===== src/rtl/c64_keymatrix.sv =====
// CIA1 keyboard/joystick matrix: event FIFO, typed-key sequencer and registered port resolution.
// Keys connect PA line a to PB line b; joysticks and RESTORE are merged in on the output side.
module c64_keymatrix #(
  parameter int unsigned FIFO_DEPTH = 4,
  parameter logic [15:0] HOLD_TICKS = 16'd20000,
  parameter logic [15:0] GAP_TICKS  = 16'd20000
) (
  input  logic       clk,
  input  logic       reset,
  input  logic       phi2_p,
  input  logic       ev_valid,
  output logic       ev_ready,
  input  logic [7:0] ev_data,
  input  logic       clear_all,
  input  logic [7:0] pa_out,
  input  logic [7:0] pb_out,
  input  logic [4:0] joy_a,
  input  logic [4:0] joy_b,
  input  logic       restore_key,
  output logic [7:0] pa_in,
  output logic [7:0] pb_in,
  output logic       restore_n,
  output logic       busy
);
  localparam int unsigned PTR_W = (FIFO_DEPTH > 1) ? $clog2(FIFO_DEPTH) : 1;
  localparam int unsigned CNT_W = PTR_W + 1;
  localparam logic [CNT_W-1:0] DEPTH_C = CNT_W'(FIFO_DEPTH);
  // A programmed tick count of 0 is treated as 1.
  localparam logic [15:0] HOLD_LOAD = (HOLD_TICKS == 16'd0) ? 16'd0 : HOLD_TICKS - 16'd1;
  localparam logic [15:0] GAP_LOAD  = (GAP_TICKS == 16'd0) ? 16'd0 : GAP_TICKS - 16'd1;

  typedef enum logic [1:0] {S_IDLE, S_HOLD, S_GAP} state_t;

  state_t           state_q, state_d;
  logic [7:0]       fifo_q [FIFO_DEPTH];
  logic [PTR_W-1:0] wr_ptr_q, rd_ptr_q;
  logic [CNT_W-1:0] count_q, count_d;
  logic [15:0]      cnt_q, cnt_d;
  logic [7:0][7:0]  key_q, key_d;
  logic [5:0]       typed_q, typed_d;
  logic [7:0]       pa_in_q, pa_in_d, pb_in_q, pb_in_d;
  logic             restore_n_q;
  logic             push, pop;
  logic [7:0]       head;

  assign head     = fifo_q[rd_ptr_q];
  assign ev_ready = (count_q != DEPTH_C);
  assign push     = ev_valid && ev_ready && !clear_all;
  assign busy     = (state_q != S_IDLE) || (count_q != '0);
  assign pa_in    = pa_in_q;
  assign pb_in    = pb_in_q;
  assign restore_n = restore_n_q;

  // FIFO storage; contents are don't-care while the entry is not counted.
  always_ff @(posedge clk) begin
    if (push) fifo_q[wr_ptr_q] <= ev_data;
  end

  always_comb begin
    count_d = count_q;
    case ({push, pop})
      2'b10:   count_d = count_q + CNT_W'(1);
      2'b01:   count_d = count_q - CNT_W'(1);
      default: count_d = count_q;
    endcase
  end

  // State register and all datapath registers.
  always_ff @(posedge clk) begin
    if (reset) begin
      state_q     <= S_IDLE;
      wr_ptr_q    <= '0;
      rd_ptr_q    <= '0;
      count_q     <= '0;
      cnt_q       <= '0;
      key_q       <= '0;
      typed_q     <= '0;
      pa_in_q     <= 8'hFF;
      pb_in_q     <= 8'hFF;
      restore_n_q <= 1'b1;
    end else begin
      state_q     <= state_d;
      cnt_q       <= cnt_d;
      key_q       <= key_d;
      typed_q     <= typed_d;
      pa_in_q     <= pa_in_d;
      pb_in_q     <= pb_in_d;
      restore_n_q <= ~restore_key;
      if (clear_all) begin
        wr_ptr_q <= '0;
        rd_ptr_q <= '0;
        count_q  <= '0;
      end else begin
        if (push) wr_ptr_q <= wr_ptr_q + PTR_W'(1);
        if (pop)  rd_ptr_q <= rd_ptr_q + PTR_W'(1);
        count_q <= count_d;
      end
    end
  end

  // Sequencer next state.
  always_comb begin
    state_d = state_q;
    case (state_q)
      S_IDLE:  if ((count_q != '0) && head[6]) state_d = S_HOLD;
      S_HOLD:  if (phi2_p && (cnt_q == 16'd0)) state_d = S_GAP;
      S_GAP:   if (phi2_p && (cnt_q == 16'd0)) state_d = S_IDLE;
      default: state_d = S_IDLE;
    endcase
    if (clear_all) state_d = S_IDLE;
  end

  // Sequencer outputs: pop, matrix update and tick counter.
  always_comb begin
    pop     = 1'b0;
    key_d   = key_q;
    cnt_d   = cnt_q;
    typed_d = typed_q;
    case (state_q)
      S_IDLE: begin
        if (count_q != '0) begin
          pop = 1'b1;
          if (head[6]) begin
            key_d[head[5:3]][head[2:0]] = 1'b1;
            typed_d = head[5:0];
            cnt_d   = HOLD_LOAD;
          end else begin
            key_d[head[5:3]][head[2:0]] = head[7];
          end
        end
      end
      S_HOLD: begin
        if (phi2_p) begin
          if (cnt_q == 16'd0) begin
            key_d[typed_q[5:3]][typed_q[2:0]] = 1'b0;
            cnt_d = GAP_LOAD;
          end else begin
            cnt_d = cnt_q - 16'd1;
          end
        end
      end
      S_GAP: begin
        if (phi2_p && (cnt_q != 16'd0)) cnt_d = cnt_q - 16'd1;
      end
      default: ;
    endcase
    if (clear_all) begin
      pop   = 1'b0;
      key_d = '0;
      cnt_d = '0;
    end
  end

  // Single-level matrix resolution plus joystick overlay.
  always_comb begin
    pa_in_d = 8'hFF;
    pb_in_d = 8'hFF;
    for (int a = 0; a < 8; a++) begin
      for (int b = 0; b < 8; b++) begin
        if (key_q[a][b]) begin
          if (!pa_out[a]) pb_in_d[b] = 1'b0;
          if (!pb_out[b]) pa_in_d[a] = 1'b0;
        end
      end
    end
    pa_in_d[4:0] = pa_in_d[4:0] & ~joy_a;
    pb_in_d[4:0] = pb_in_d[4:0] & ~joy_b;
  end
endmodule


===== config.mk =====
export PLATFORM = sky130hd
export DESIGN_NAME = c64_keymatrix
export DESIGN_NICKNAME = d
export VERILOG_FILES = /design/src/rtl/c64_keymatrix.sv
export SDC_FILE = /design/constraint.sdc
export NUM_CORES = 1
export LEC_CHECK = 0
export CAP_MARGIN = 15
export CORE_ASPECT_RATIO = 0.5
export CORE_MARGIN = 8
export CORE_UTILIZATION = 35
export CTS_CLUSTER_DIAMETER = 200
export DETAILED_ROUTE_END_ITERATION = 16
export GPL_ROUTABILITY_DRIVEN = 0
export PLACE_DENSITY = 0.57
export SLEW_MARGIN = 15
export SYNTH_ARGS = -nofsm -noshare
export SYNTH_HDL_FRONTEND = slang
export SYNTH_SLANG_ARGS = --single-unit

===== constraint.sdc =====
create_clock -name clk -period 4.8 [get_ports clk]
set_input_delay 0.96 -clock clk [delete_from_list [all_inputs] [get_ports clk]]
set_output_delay 0.96 -clock clk [all_outputs]
set_load 0.01 [all_outputs]

==> results.md <==
- Post-CTS Setup Bufs: 0
- Area growth syn-to-layout: 17.1%
- Final number of max-transition violations: 0
- GRT Residual Overflow: 0
- Post-synth ARST share: 0%
- TritonCTS Buffers: 17
- Post-Syn Area per Cell: 8.33 µm²
- PD cells: 307 nW/µm²
- Core area: 23000 µm²
- Post-cts sizing count: 0
- Worst-path clk slew: 0.07 ns
- Root Buffer: clkbuf_16
- Post-synth net total: between 1000 and 1500
- Fin crit share: 68.1%
- Commonest non-fill, non-tap cell in the layout: nand2_1
- Final nets: 1066
- CP max FO: 10
- Detailed Routing Iterations Pass 1: 8
- CP Class: reg -> reg
- First-pass GRT wire length: 48100 µm
- Sink Count: 146
- Hold_buf cts: 0
- PortBufs: 58
- Synth Instances: approximately 1000
- Comb power frac: between 10% and 20%
- Critical Path RT: 5.15 ns
- Fillers: 2327
- RSZ-0062 raised after global routing: no
- Final hold slack: 0.465 ns
- Dpl hpwl: 21300 µm
- Worst Setup End Kind: register
- Ports: 59
- Routed via count: 8469
- Cell Area, Synth: 8290 µm²
- Die X: 234 µm
- HP Class: reg -> reg
- P_int: about 2.1 mW
- DR vias/cell: roughly 6.3
- Max-Cap Viols: 0
- Largest net degree at the start of global routing: 63
- Register bit total from synthesis: 146
- Critical Path Start Type: register
- Most frequent cells in the layout: nand2_1 (132), dfxtp_1 (114), inv_1 (92), o21ai_0 (82), nor3_1 (60)
- Setup tns final: 0 ns
- Setup violations, final: 0
- CP Cell Sequence: mux4_2 -> nand3b_1 -> nor2_1 -> a22oi_1 -> o32ai_1
- Clk_skew: approximately 0.014 ns
- Yosys synthesis warning count: 0
- Post-synth EDFFs: 32
- Post-route DRC: 0
- Num rows: 39
- Wire length per cell: 23.6 µm
- Crit path max-delay family: simple AND/OR/NAND/NOR gates
- Fmax: 0.306 GHz
- GRT Total Usage: 21.1%
- Initial Util: between 30% and 40%
- Full die area: slightly below 30000 µm²
- Sw Pwr: slightly below 900 µW
- Max VDD drop: between 0.2 and 0.3 mV
- CTS tree: yes
- Die Y-Extent: 125 µm
- Post-detailed-route count of antenna-violating nets: 0
- Final Hold Fails: 0
- CTS Buffer Depth: 2
- Worst R2R Setup Slack: 1.53 ns
- Lkg Pwr: about 3 nW
- CP Data Arrival Time: 3.62 ns
- Post-layout minimum cycle time: around 3.3 ns
- Max-slew headroom: between 30 and 40%
- Slowest cell on crit path: nor2_1
- Seq pwr share: 42.9%
- Routed WL: approximately 32000 µm
- Netlist cell types: 69
- Crit-path max cell delay: just under 0.9 ns
- Fraction of layout cells with a size suffix above 1: under 10%
- Clock Power Share: 46.5%
- Seq/Total Area, Yosys: about two fifths
- Clk_lat worst skew: about 0.45 ns
- CP bufs+invs: 0
- Primary FF master, synth: dfxtp_1
- Vias in the first global route: 8038
- # H-tree levels: 4
- Violation count after the first detailed-route iteration: 1186
- Initial antenna violation count: 0
- Sw Ratio: 29.6%
- Run status: completed
- Worst-margin pin slew: about 1.0 ns
==> final timing paths <==
path | startpoint | endpoint | cells past startpoint
min | cnt_q[15] | cnt_q[15] | 1
min reg2reg | cnt_q[15] | cnt_q[15] | 1
max reg2reg | register | key_q[5] | 5
max | register | key_q[5] | 5
==> metrics by stage <==
step | std cells | utilization (%) | worst slack [ns] | power [mW] | instance area, µm²
after floorplan | 995 | - | 2.17 | 1.47 | 8290
after global placement | 1304 | 39.5 | 1.33 | 1.61 | 9100
after detailed placement | 1304 | 39.5 | 1.28 | 1.61 | 9100
after CTS | 1336 | 42.1 | 1.62 | 2.98 | 9700
after global routing | 1336 | 42.1 | 1.42 | 3.06 | 9700
final | 1337 | 42.1 | 1.53 | 2.98 | 9710
==> cells in the mapped netlist, types with 4 or more instances <==
cell	number	area share, %
a221oi_1	10	1.1
nor2_1	30	1.4
a22oi_1	56	5.1
a31oi_1	10	0.75
buf_1	5	0.23
nand4_1	6	0.45
mux2i_1	7	0.85
and2_1	5	0.38
nand3b_1	11	1.0
ha_1	9	1.4
or3b_2	6	0.63
clkbuf_1	49	2.2
o41ai_1	6	0.63
inv_1	92	4.2
nor4_1	4	0.30
o22ai_1	34	2.6
edfxtp_1	32	12
nor2_2	4	0.30
nand2b_1	5	0.38
o31ai_1	7	0.63
o21ai_0	82	5.0
nor3_1	60	3.6
mux4_2	8	2.2
a222oi_1	10	1.2
or3_1	9	0.68
buf_2	13	0.78
a211oi_1	10	0.91
dfxtp_1	114	28
a21oi_1	23	1.4
nand3_1	27	1.6
o32ai_1	56	5.9
nand2_1	132	6.0
==> worst register-to-register path: cells and delay by family (launching register included) <==
family          cells  cell delay [ns]
flops               1             0.67
simple gates        2             1.49
compound gates      2             0.32
mux                 1             0.69
==> cell type report <==
class	instances	area, µm²	share of cell area [%]
Tap cell	307	384	3.96
Clock inverter	14	153	1.57
Multi-Input combinational cell	689	4450	45.8
Antenna cell	1	2.50	0.0258
Inverter	92	345	3.56
Clock buffer	18	450	4.64
Sequential cell	146	3240	33.4
Timing Repair Buffer	70	683	7.04
==> power groups by stage <==
stage          registers [mW]  clock network [mW]  logic [mW]
2_1_floorplan            1.30                   0       0.170
3_3_place_gp             1.30                   0       0.303
3_5_place_dp             1.31                   0       0.306
4_1_cts                  1.28                1.39       0.307
5_1_grt                  1.28                1.46       0.331
6_report                 1.28                1.38       0.316
==> kinds of logic after synthesis <==
| group | count (synthesis) | synth area share [%] |
|---|---|---|
| compound gates | 333 | 28.5 |
| xor+xnor | 5 | 0.528 |
| fa+ha+maj | 10 | 1.60 |
| buf+inv | 160 | 7.49 |
| flops | 146 | 39.1 |
| mux | 15 | 3.02 |
| simple gates | 326 | 19.8 |
==> layer usage <==
metal | GRT usage [%] | wire (µm) | vias up
li1 | - | - | 3808
met1 | 28.1 | 13400 | 4043
met2 | 31.0 | 13400 | 521
met3 | 5.37 | 3350 | 97
met4 | 10.7 | 1280 | 0
met5 | 0 | 0 | -
==> state kept, by name, indices dropped and copies added, names as in the netlist, named ones only <==
register and cells:
cnt_q 16, count_q 3, fifo_q 32, key_q 64, pa_in 8, pb_in 8
rd_ptr_q 2, restore_n 1, state_q 2, typed_q 6, wr_ptr_q 2
Note: power is estimated with default switching activity, not from simulation.
